$ cat src/rtl/lap_timer_core.sv
// Stopwatch/countdown core: self-timed centisecond prescaler, packed BCD
// hh:mm:ss.cc counter with up/down modes, checked loads and a lap FIFO.
module lap_timer_core #(
    parameter int CLK_HZ    = 50_000_000,
    parameter int TICK_HZ   = 100,
    parameter int LAP_DEPTH = 4,
    parameter int HOUR_MAX  = 24
) (
    input  logic                           mclk,
    input  logic                           rst,
    input  logic                           start_stop,
    input  logic                           clear,
    input  logic                           lap,
    input  logic                           lap_rd,
    input  logic                           mode_down,
    input  logic                           load,
    input  logic [27:0]                    load_time,
    output logic [27:0]                    time_bcd,
    output logic [1:0]                     state,
    output logic                           done,
    output logic                           wrap,
    output logic                           load_err,
    output logic [27:0]                    lap_data,
    output logic [$clog2(LAP_DEPTH+1)-1:0] lap_count,
    output logic                           lap_full,
    output logic                           lap_ovf
);

    localparam int DIV = CLK_HZ / TICK_HZ;
    localparam int PSW = (DIV > 1) ? $clog2(DIV) : 1;
    localparam int CW  = $clog2(LAP_DEPTH + 1);
    localparam int PW  = (LAP_DEPTH > 1) ? $clog2(LAP_DEPTH) : 1;

    localparam logic [1:0] S_IDLE  = 2'd0;
    localparam logic [1:0] S_RUN   = 2'd1;
    localparam logic [1:0] S_PAUSE = 2'd2;
    localparam logic [1:0] S_DONE  = 2'd3;

    localparam logic [1:0]  HMAX10   = 2'((HOUR_MAX - 1) / 10);
    localparam logic [3:0]  HMAX1    = 4'((HOUR_MAX - 1) % 10);
    localparam logic [27:0] MAX_TIME = {HMAX10, HMAX1, 3'd5, 4'd9, 3'd5, 4'd9, 4'd9, 4'd9};

    logic [1:0]     state_q, state_d;
    logic [27:0]    time_q, time_d;
    logic [PSW-1:0] psc_q, psc_d;
    logic           mode_q, mode_d;
    logic           done_q, done_d;
    logic           wrap_q, wrap_d;
    logic           err_q, err_d;
    logic           tick;

    logic [27:0]    lap_mem_q [LAP_DEPTH];
    logic [PW-1:0]  rd_q, rd_d;
    logic [PW-1:0]  wr_q, wr_d;
    logic [CW-1:0]  cnt_q, cnt_d;
    logic [27:0]    lapd_q, lapd_d;
    logic           full_q, full_d;
    logic           ovf_q, ovf_d;
    logic           push_req, pop_req, do_push;

    function automatic logic [27:0] bcd_inc(input logic [27:0] t);
        logic [1:0] h10;
        logic [3:0] h1, m1, s1, c10, c1;
        logic [2:0] m10, s10;
        logic       cy;
        {h10, h1, m10, m1, s10, s1, c10, c1} = t;
        cy = 1'b1;
        if (c1 == 4'd9) c1 = '0; else begin c1 = c1 + 4'd1; cy = 1'b0; end
        if (cy) begin
            if (c10 == 4'd9) c10 = '0; else begin c10 = c10 + 4'd1; cy = 1'b0; end
        end
        if (cy) begin
            if (s1 == 4'd9) s1 = '0; else begin s1 = s1 + 4'd1; cy = 1'b0; end
        end
        if (cy) begin
            if (s10 == 3'd5) s10 = '0; else begin s10 = s10 + 3'd1; cy = 1'b0; end
        end
        if (cy) begin
            if (m1 == 4'd9) m1 = '0; else begin m1 = m1 + 4'd1; cy = 1'b0; end
        end
        if (cy) begin
            if (m10 == 3'd5) m10 = '0; else begin m10 = m10 + 3'd1; cy = 1'b0; end
        end
        if (cy) begin
            if (h1 == 4'd9) begin h1 = '0; h10 = h10 + 2'd1; end
            else h1 = h1 + 4'd1;
        end
        return {h10, h1, m10, m1, s10, s1, c10, c1};
    endfunction

    // Only called with a nonzero time, so the hour borrow never underflows.
    function automatic logic [27:0] bcd_dec(input logic [27:0] t);
        logic [1:0] h10;
        logic [3:0] h1, m1, s1, c10, c1;
        logic [2:0] m10, s10;
        logic       bw;
        {h10, h1, m10, m1, s10, s1, c10, c1} = t;
        bw = 1'b1;
        if (c1 == 4'd0) c1 = 4'd9; else begin c1 = c1 - 4'd1; bw = 1'b0; end
        if (bw) begin
            if (c10 == 4'd0) c10 = 4'd9; else begin c10 = c10 - 4'd1; bw = 1'b0; end
        end
        if (bw) begin
            if (s1 == 4'd0) s1 = 4'd9; else begin s1 = s1 - 4'd1; bw = 1'b0; end
        end
        if (bw) begin
            if (s10 == 3'd0) s10 = 3'd5; else begin s10 = s10 - 3'd1; bw = 1'b0; end
        end
        if (bw) begin
            if (m1 == 4'd0) m1 = 4'd9; else begin m1 = m1 - 4'd1; bw = 1'b0; end
        end
        if (bw) begin
            if (m10 == 3'd0) m10 = 3'd5; else begin m10 = m10 - 3'd1; bw = 1'b0; end
        end
        if (bw) begin
            if (h1 == 4'd0) begin h1 = 4'd9; h10 = h10 - 2'd1; end
            else h1 = h1 - 4'd1;
        end
        return {h10, h1, m10, m1, s10, s1, c10, c1};
    endfunction

    function automatic logic bcd_legal(input logic [27:0] t);
        logic [5:0] hours;
        hours = 6'(t[27:26]) * 6'd10 + 6'(t[25:22]);
        return (t[25:22] <= 4'd9) && (t[21:19] <= 3'd5) && (t[18:15] <= 4'd9) &&
               (t[14:12] <= 3'd5) && (t[11:8] <= 4'd9) && (t[7:4] <= 4'd9) &&
               (t[3:0] <= 4'd9) && (hours < 6'(HOUR_MAX));
    endfunction

    function automatic logic [PW-1:0] ptr_inc(input logic [PW-1:0] p);
        return (p == PW'(LAP_DEPTH - 1)) ? '0 : p + PW'(1);
    endfunction

    assign tick = (state_q == S_RUN) && (psc_q == PSW'(DIV - 1));

    // Pause freezes the prescaler so a resume continues the partial tick.
    always_comb begin
        state_d = state_q;
        time_d  = time_q;
        psc_d   = psc_q;
        mode_d  = mode_q;
        done_d  = 1'b0;
        wrap_d  = 1'b0;
        err_d   = 1'b0;
        if (clear) begin
            state_d = S_IDLE;
            time_d  = '0;
            psc_d   = '0;
        end else begin
            if (state_q == S_RUN) psc_d = tick ? '0 : psc_q + PSW'(1);
            case (state_q)
                S_IDLE: begin
                    if (start_stop && !(mode_down && time_q == '0)) begin
                        state_d = S_RUN;
                        mode_d  = mode_down;
                        psc_d   = '0;
                    end
                end
                S_RUN: begin
                    if (start_stop) state_d = S_PAUSE;
                    if (tick) begin
                        if (mode_q) begin
                            if (time_q <= 28'd1) begin
                                time_d  = '0;
                                state_d = S_DONE;
                                done_d  = 1'b1;
                            end else begin
                                time_d = bcd_dec(time_q);
                            end
                        end else if (time_q == MAX_TIME) begin
                            time_d = '0;
                            wrap_d = 1'b1;
                        end else begin
                            time_d = bcd_inc(time_q);
                        end
                    end
                end
                S_PAUSE: begin
                    if (start_stop) state_d = S_RUN;
                end
                default: begin
                end
            endcase
            if (load) begin
                if ((state_q == S_IDLE || state_q == S_PAUSE) && bcd_legal(load_time))
                    time_d = load_time;
                else
                    err_d = 1'b1;
            end
        end
    end

    assign push_req = lap && (state_q == S_RUN) && !clear;
    assign pop_req  = lap_rd && (cnt_q != '0) && !clear;
    assign do_push  = push_req && (!full_q || pop_req);

    // The head register is computed ahead so lap_data stays a pure flop output.
    always_comb begin
        rd_d   = rd_q;
        wr_d   = wr_q;
        cnt_d  = cnt_q;
        ovf_d  = ovf_q;
        lapd_d = lapd_q;
        if (clear) begin
            rd_d  = '0;
            wr_d  = '0;
            cnt_d = '0;
            ovf_d = 1'b0;
        end else begin
            if (push_req && !do_push) ovf_d = 1'b1;
            if (do_push) wr_d = ptr_inc(wr_q);
            if (pop_req) rd_d = ptr_inc(rd_q);
            if (do_push && !pop_req)      cnt_d = cnt_q + CW'(1);
            else if (pop_req && !do_push) cnt_d = cnt_q - CW'(1);
        end
        if (cnt_d == '0)       lapd_d = '0;
        else if (pop_req)      lapd_d = (cnt_q > CW'(1)) ? lap_mem_q[ptr_inc(rd_q)] : time_q;
        else if (cnt_q == '0)  lapd_d = time_q;
        full_d = (cnt_d == CW'(LAP_DEPTH));
    end

    always_ff @(posedge mclk or posedge rst) begin
        if (rst) begin
            state_q <= S_IDLE;
            time_q  <= '0;
            psc_q   <= '0;
            mode_q  <= 1'b0;
            done_q  <= 1'b0;
            wrap_q  <= 1'b0;
            err_q   <= 1'b0;
            rd_q    <= '0;
            wr_q    <= '0;
            cnt_q   <= '0;
            lapd_q  <= '0;
            full_q  <= 1'b0;
            ovf_q   <= 1'b0;
        end else begin
            state_q <= state_d;
            time_q  <= time_d;
            psc_q   <= psc_d;
            mode_q  <= mode_d;
            done_q  <= done_d;
            wrap_q  <= wrap_d;
            err_q   <= err_d;
            rd_q    <= rd_d;
            wr_q    <= wr_d;
            cnt_q   <= cnt_d;
            lapd_q  <= lapd_d;
            full_q  <= full_d;
            ovf_q   <= ovf_d;
        end
    end

    always_ff @(posedge mclk) begin
        if (do_push) lap_mem_q[wr_q] <= time_q;
    end

    assign time_bcd  = time_q;
    assign state     = state_q;
    assign done      = done_q;
    assign wrap      = wrap_q;
    assign load_err  = err_q;
    assign lap_data  = lapd_q;
    assign lap_count = cnt_q;
    assign lap_full  = full_q;
    assign lap_ovf   = ovf_q;

endmodule
$ cat config.mk
export PLATFORM = sky130hd
export DESIGN_NAME = lap_timer_core
export DESIGN_NICKNAME = d
export VERILOG_FILES = /design/src/rtl/lap_timer_core.sv
export SDC_FILE = /design/constraint.sdc
export NUM_CORES = 1
export LEC_CHECK = 0
export ABC_CLOCK_PERIOD_IN_PS = 6400
export CORE_ASPECT_RATIO = 1.4
export CORE_MARGIN = 2
export CORE_UTILIZATION = 50
export CTS_CLUSTER_SIZE = 40
export DETAILED_ROUTE_END_ITERATION = 8
export GPL_ROUTABILITY_DRIVEN = 0
export PLACE_DENSITY_LB_ADDON = 0.05
export SYNTH_ARGS = -nofsm -noshare
export SYNTH_HDL_FRONTEND = slang
export SYNTH_SLANG_ARGS = --single-unit
$ cat constraint.sdc
create_clock -name mclk -period 6.4 [get_ports mclk]
set_input_delay 1.28 -clock mclk [delete_from_list [all_inputs] [get_ports mclk]]
set_output_delay 1.28 -clock mclk [all_outputs]
set_load 0.005 [all_outputs]
-- Word-level counts from Yosys, hierarchy flattened
Memories as Yosys holds them, arrays and structs flattened.
Cells that the tools add are included.
- bits in registers: 90
- RAM bits: 112
- memories: 1
- logic and storage cells: 272
- output and inout port bits: 66
- memories (memory ; depth ; bits a word ; rd ports ; clocked after Yosys merged registers in ; wr ports ; RTL line ; RTL):
    lap_mem_q ; 4 ; 28 ; 1 ; 0 ; 1 ; 52 ; logic [27:0] lap_mem_q [LAP_DEPTH];
- muxes and demuxes: 163
- equality and inequality tests: 16
- bitwise gates (word level): 1
- add/sub/neg operators: 22
- reductions and logical operators: 45
- magnitude comparators: 10
- multiply operators: 1
- operator list (operator ; count):
    $mux 28 ; 12
    $mux 1 ; 99
    $mux 19 ; 5
    $mux 4 ; 18
    $mux 2 ; 17
    $mux 3 ; 11
    $eq 28x28->1 const B ; 1
    $le 28x1->1 const B ; 1
    $logic_not 28->1 ; 1
    $add 4x1->4 const B ; 5
    $eq 4x4->1 const B ; 5
    $le 4x4->1 const B ; 5
    $logic_not 4->1 ; 5
    $sub 4x1->4 const B ; 5
    $add 19x1->19 const B ; 1
    $eq 19x19->1 const B ; 1
    $logic_and 1x1->1 ; 19
    $logic_not 3->1 ; 4
    $add 3x1->3 const B ; 3
    $eq 3x3->1 const B ; 3
    $sub 3x1->3 const B ; 3
    $add 2x1->2 const B ; 3
    $add 6x4->6 ; 1
    $eq 2x2->1 const B ; 3
    16 further kinds ; 27

-- Longest topological paths before layout
Gate-level depths: netlist (run 1).
- depth after elaboration: 45
- gate-level depth with buffers: 11

-- Least setup slack after synthesis (run 1)
No wires, ideal clock.
- path type: input to register
- start: in lap_rd
- end: mem lap_mem_q[3][0] (enable)
- setup time: 0.387 ns
- data required time: 6.013 ns
- buffers on the path: 1
- stages: 4
- slack: 3.245 ns
- data arrival time: 2.768 ns
- cell sequence: clkbuf_1 > nand3_1 > a21oi_1 > and2_1
- cells in the longest elaborated chain, start to end: 6
- RTL lines (item ; RTL line ; RTL):
    from (decl) ; 14 ; input logic lap_rd,
    $logic_and 1x1->1 (2 in series) ; 194 ; assign pop_req = lap_rd && (cnt_q != '0) && !clear;
    $logic_or 1x1->1 ; 195 ; assign do_push = push_req && (!full_q || pop_req);
    $logic_and 1x1->1 ; 195 ;
    $mux 1 ; 255 ; if (do_push) lap_mem_q[wr_q] <= time_q;
    $mux 1 (not written as such) ; 255 ;
    to (decl) ; 52 ;
Every way passes these cells.

-- Final worst setup path (run 1)
- start: in clear
- end: mem lap_mem_q[1][25] (enable)
- cells in the longest elaborated chain, start to end: 6
- elaborated cells between the ends (all ways): 7
- classes of those cells: mux: 2; reduce/logical: 5
- RTL lines (item ; RTL line ; RTL):
    from (decl) ; 12 ; input logic clear,
    $logic_not 1->1 (*) ; 193, 194 ;
    $logic_and 1x1->1 ; 194 ;
    $logic_or 1x1->1 ; 195 ;
    $logic_and 1x1->1 (*) ; 195 ;
    $mux 1 (*) ; 255 ;
    $mux 1 (not written as such) (*) ; 255 ;
Mark *: on every way between the ends. The rest lies on a longest branch, timed or not.

==> results.md, run 1 <==
- WL/cell: 20.38 um
- Post-CTS Setup Inserts: 0
- Hold WC Path Type: reg -> reg
- Post-CTS Resized: 0
- Initial antenna violation count: 0
- Top_reg_cell synth: edfxtp_1
- Initial Util: 0.5109
- Syn_nets: 1,038
- Status: completed
- Die area: 22,880 um2
- Drt total wl: 26,680 um
- Layout Nets: 1,104
- Critical path type: in -> reg
- Synth Register Bits: 202
- Lkg Pwr: 4.837 nW
- Critical path, cell by cell: buf_2, buf_4, inv_1, nand3_1, a21oi_1, and2_1, buf_4
- Post-synth EDFFs: 112
- Fin cells: 1,309
- Dpl cells: 1,272
- PwrDens: 283.1 nW/um2
- CP peak stage delay: 0.70 ns
- Hold-fix buffers, CTS: 0
- Met3 usage: 0.02579
- Share of cells above drive strength 1: 0.1087
- Setup TNS: 0 ns
- Skew-Pair Late Insertion Delay: 0.51 ns
- Die span in y: 178.2 um
- Crit path max fanout: 40
- Syn Area/Cell: 11.18 um2
- First-pass GRT wire length: 42,180 um
- Vias in the first global route: 7,701
- Pre-CTS WS: 2.075 ns
- Max-cap violation count: 0
- Asr flop ratio synth: 0.4455
- DR DRC count: 0
- Peak VDD IR: 0.2712 mV
- Crit path from: clear
- CTS root buf: clkbuf_16
- Total number of H-tree levels: 1
- Min Tclk post-route: 3.864 ns
- Crit path launch type: input pin
- Launching point of the worst reg2reg path: time_bcd[0]$_DFF_PP0_
- Sequential cell area: 5615 um2
- GRT Util Overall: 0.2356
- Post-Syn Area: 10,830 um2
- Synthesis-to-layout area growth: 16.84%
- I/O pin count: 102
- Vias: 7,841
- FILL cells: 1,789
- Hold Vio Cnt, Final: 0
- Slew HR: 0.3071
- Layout Utilization: 0.5970
- Layer with the highest usage: met2
- Met1 usage: 0.3048
- Crit path required time: 6.58 ns
- Chip Width: 128.4 um
- Multi-input logic area: 4832 um2
- CTS buffer count: 21
- Crit-path slowest cell: and2_1
- CTS tree: yes
- I/O Buffers: 101
- Worst Tran Pin Value: 1.039 ns
- Post-route ant nets: 0
- WP data arrival: 4.04 ns
- Final Slew Violations: 0
- Number of vias per cell: 5.990
- Pin count of the biggest net entering global routing: 57
- RSZ-0062 raised after global routing: no
- Detailed Place HPWL: 17,890 um
- Num rows: 63
- Worst setup EP type: register
- Core area: 21,200 um2
- Clock buffer depth: 3
- Warnings, synthesis: 0
- WP buf/inv: 4
- Count of final setup violators: 0
- N_diodes: 0
- Cell mode on critical path: buf_4
- Post-Syn Instances: 969
- DR pass1 iterations: 5
- GRT met2 Usage: 0.4167
- Initial drt markers: 543
- Clock transition at the registers of the reported paths: 0.06 ns
- Distinct cells, synth: 80
- Seq/Total Area, Yosys: 0.5183
- Worst setup margin: 2.536 ns
- Hold Crit Start: lap_data[26]$_DFFE_PP0P_
- Final Skew: 0.02549 ns
- Tcrit/Tclk final: 0.6038
- Total gr overflow: 0
- CP delay by family, top: buffers and inverters
- Max Fclk: 258.8 MHz
- Clock sinks: 202
logic make-up after synthesis:
logic type / after synthesis / synth area share
simple gates: 335 / 0.1556
compound gates: 206 / 0.1299
flops: 202 / 0.5183
buf+inv: 96 / 0.03799
mux: 66 / 0.09505
fa+ha+maj: 33 / 0.03811
xor+xnor: 31 / 0.02506
metrics by stage:
step	cell area, um2	power (mW)	hold WS (ns)
floorplan	10830	2.140	0.4794
global placement	11970	2.362	0.4907
detailed placement	11970	2.372	0.4762
CTS	12660	3.608	0.5058
global route	12660	3.736	0.5281
finish	12660	3.583	0.5047
tightest hold or removal path, delay by kind of cell (launching register included):
family	cells	cell delay, ns
and+or+nand+nor	1	0.07
DFF	1	0.34
AOI/OAI and AO/OA	1	0.06
cell type report:
class                           instances  area share
Clock buffer                           30     0.04744
Clock inverter                          7    0.007314
Inverter                               27    0.008204
Multi-Input combinational cell        671      0.3817
Sequential cell                       202      0.4436
Tap cell                              260     0.02570
Timing Repair Buffer                  112     0.08599
cells in the mapped netlist (5+ instances only):
master / n / area, um2
mux2_2: 5 / 56.30
and3_1: 6 / 37.54
xnor2_1: 12 / 105.1
a211oi_2: 10 / 125.1
nor4_1: 8 / 50.05
buf_2: 19 / 95.09
nand4_1: 18 / 112.6
o21ai_0: 33 / 165.2
nor2_1: 130 / 488.0
buf_1: 5 / 18.77
o31ai_1: 6 / 45.04
nor2b_1: 7 / 43.79
edfxtp_1: 112 / 3363
o211ai_1: 14 / 105.1
mux4_2: 29 / 653.1
o2111ai_1: 5 / 43.79
ha_1: 33 / 412.9
xor2_1: 19 / 166.4
nor3b_1: 7 / 52.55
nor3_1: 19 / 95.09
clkbuf_1: 40 / 150.1
inv_1: 27 / 101.4
mux2i_1: 32 / 320.3
and2_1: 9 / 56.30
a31oi_1: 9 / 56.30
and3b_1: 6 / 52.55
a21oi_1: 72 / 360.4
a211oi_1: 16 / 120.1
dfrtp_1: 90 / 2252
nand3_1: 30 / 150.1
nand2_1: 56 / 210.2
layout by cell type, fill, tap and decap left out, types with 7 or more instances in the layout:
| cell type | Yosys | final |
|---|---|---|
| a211oi_1 | 16 | 16 |
| a211oi_2 | 10 | 10 |
| a21oi_1 | 72 | 72 |
| a31oi_1 | 9 | 9 |
| buf_4 | 1 | 11 |
| clkbuf_16 | 0 | 22 |
| clkdlybuf4s50_1 | 0 | 100 |
| dfrtp_1 | 90 | 90 |
| edfxtp_1 | 112 | 112 |
| ha_1 | 33 | 32 |
| inv_1 | 27 | 26 |
| mux2i_1 | 32 | 32 |
| mux4_2 | 29 | 29 |
| nand2_1 | 56 | 56 |
| nand3_1 | 30 | 30 |
| nand4_1 | 18 | 18 |
| nor2_1 | 130 | 130 |
| nor2b_1 | 7 | 7 |
| nor3_1 | 19 | 19 |
| nor3b_1 | 7 | 7 |
| nor4_1 | 8 | 8 |
| o211ai_1 | 14 | 14 |
| o21ai_0 | 33 | 33 |
| xnor2_1 | 12 | 12 |
| xor2_1 | 19 | 19 |
flip-flops by register name, indices dropped and copies added (netlist names), 2 cells and up:
register / flops
lap_count: 3
lap_data: 28
psc_q: 19
wr_q: 2
state: 2
time_bcd: 28
rd_q: 2
lap_mem_q: 112
worst paths after layout:
path                                         endpoint  slack, ns  cells after the start
max                        lap_mem_q[1][25]$_DFFE_PP_       2.54                      7
min                          lap_data[26]$_DFFE_PP0P_       0.50                      2
max reg2reg                    time_bcd[27]$_DFF_PP0_       2.79                      7
min reg2reg                  lap_data[26]$_DFFE_PP0P_       0.50                      2
max in group asynchronous     lap_data[4]$_DFFE_PP0P_       4.12                      3
min in group asynchronous        state[1]$_DFFE_PP0P_       1.16                      2
report_power, final:
group | switching [mW] | leakage (nW) | internal [mW]
clock network | 0.504 | 0.341 | 0.735
logic | 0.545 | 2.20 | 0.361
registers | 0.0400 | 2.30 | 1.40
per-layer routing:
layer,part of all wire,vias up
li1,-,3729
met1,0.43,3889
met2,0.51,184
met3,0.038,39
met4,0.025,0
met5,0,-
(Power assumes the default switching activity.)
==> inputs of run 2 (changes only) <==
ABC_CLOCK_PERIOD_IN_PS = 4000   (was 6400)
clock period = 4 ns   (was 6.4 ns; I/O delays follow)
==> results.md, run 2 (synthesized netlist as in run 1, its figures left out) <==
- Clock transition at the registers of the reported paths: 0.07 ns
- Num rows: 63
- Total number of H-tree levels: 1
- Critical path type: reg -> reg
- Crit path launch type: register
- Peak VDD IR: 0.3942 mV
- Max Fclk: 316.7 MHz
- Initial drt markers: 734
- Drt total wl: 26,900 um
- Share of cells above drive strength 1: 0.1191
- Clock buffer depth: 3
- CP peak stage delay: 0.69 ns
- Crit path required time: 4.36 ns
- Hold WC Path Type: reg -> reg
- Min Tclk post-route: 3.157 ns
- Detailed Place HPWL: 17,950 um
- Vias in the first global route: 7,744
- Hold Vio Cnt, Final: 0
- DR pass1 iterations: 5
- Worst hold slack: 0.4967 ns
- Fin cells: 1,326
- Post-CTS Setup Inserts: 0
- DR DRC count: 0
- Total power draw: 5.580 mW
- Worst reg2reg setup slack: 0.84 ns
- I/O pin count: 102
- Crit path max fanout: 13
- Switching part of the total: 0.3083
- FILL cells: 1,786
- Internal power: 3.860 mW
- WL/cell: 20.29 um
- Pre-CTS WS: 0.5667 ns
- Placed Area: 12,110 um2
- First-pass GRT wire length: 43,260 um
- PwrDens: 438.5 nW/um2
- Synthesis-to-layout area growth: 17.46%
- CTS tree: yes
- N_diodes: 0
- Post-CTS Resized: 0
- CTS root buf: clkbuf_16
- Layout Nets: 1,123
- Total gr overflow: 0
- Critical path, cell by cell: ha_1, and3b_1, nand4_2, nor4_1, mux2_2, o21ai_0, o22ai_1
- Chip Width: 128.4 um
- Max-cap violation count: 0
- Max FFs per register: 112
- Final Slew Violations: 0
- Pin count of the biggest net entering global routing: 70
- I/O Buffers: 101
- Count of final setup violators: 0
- Post-route ant nets: 0
- Dpl cells: 1,292
- Comb pwr share: 0.265
- Number of vias per cell: 5.997
- Hold-fix buffers, CTS: 0
- Switching Power: 1.720 mW
- Clock sinks: 202
- WP data arrival: 3.52 ns
- Tcrit/Tclk final: 0.7893
- Vias: 7,952
- Worst setup EP type: register
- Initial Util: 0.5109
- Biggest register: lap_mem_q
- Worst Tran Pin Value: 0.9439 ns
- Skew-Pair Late Insertion Delay: 0.50 ns
- Core area: 21,200 um2
- Status: completed
- Worst setup margin: 0.8426 ns
- Setup TNS: 0 ns
- Crit-path slowest cell: nor4_1
- Slew HR: 0.3707
- Commonest non-fill, non-tap cell in the layout: nor2_1
- RSZ-0062 raised after global routing: no
- Initial antenna violation count: 0
- Final Skew: 0.01392 ns
- Die span in y: 178.2 um
- Final Cell Area: 12,730 um2
- Die area: 22,880 um2
- Clock power frac: 0.324
- Lkg Pwr: 4.889 nW
- Most frequent cells in the layout: nor2_1 (130), edfxtp_1 (112), clkdlybuf4s50_1 (100)
- CTS buffer count: 20
- Flop pwr share: 0.411
- Layout Utilization: 0.6002
- GRT Util Overall: 0.2399
-- run 2: final cells by class --
type,instances,area (um2),area share
Multi-Input combinational cell,671,4828,0.3794
Tap cell,260,325.3,0.02556
Inverter,27,103.9,0.008160
Sequential cell,202,5615,0.4413
Clock buffer,25,540.5,0.04247
Clock inverter,9,73.82,0.005801
Timing Repair Buffer,132,1239,0.09734
-- run 2: routing by layer --
metal | share of wire | vias to the layer above | GRT usage
li1 | - | 3770 | -
met1 | 0.43 | 3868 | 0.3286
met2 | 0.49 | 271 | 0.4025
met3 | 0.055 | 43 | 0.02879
met4 | 0.026 | 0 | 0.07143
met5 | 0 | - | 0
-- run 2: path summary, 6_finish.rpt --
kind,startpoint,endpoint,cells past startpoint
worst min-delay path,lap_ovf$_DFFE_PP0P_,lap_ovf$_DFFE_PP0P_,1
max in group asynchronous,rst,lap_data[8]$_DFFE_PP0P_,3
worst min register to register,lap_ovf$_DFFE_PP0P_,lap_ovf$_DFFE_PP0P_,1
worst max-delay path,time_bcd[4]$_DFF_PP0_,time_bcd[27]$_DFF_PP0_,7
worst max register to register,time_bcd[4]$_DFF_PP0_,time_bcd[27]$_DFF_PP0_,7
min in group asynchronous,rst,wrap$_DFF_PP0_,2
-- run 2: worst max-delay path, delay by kind of cell (launching register included) --
family	cells	cell delay (ns)
adder cells (fa/ha/maj)	1	0.29
AO/OA/AOI/OAI	2	0.24
multiplexers	1	0.40
AND/OR/NAND/NOR	3	1.45
flip-flops	1	0.65
-- run 2: power groups by stage --
stage,Clock [mW],Sequential [mW],Combinational (mW)
finish,1.81,2.29,1.48
global route,1.92,2.30,1.63
CTS,1.85,2.29,1.50
detailed placement,0,2.34,1.49
global placement,0,2.34,1.48
floorplan,0,2.32,1.10
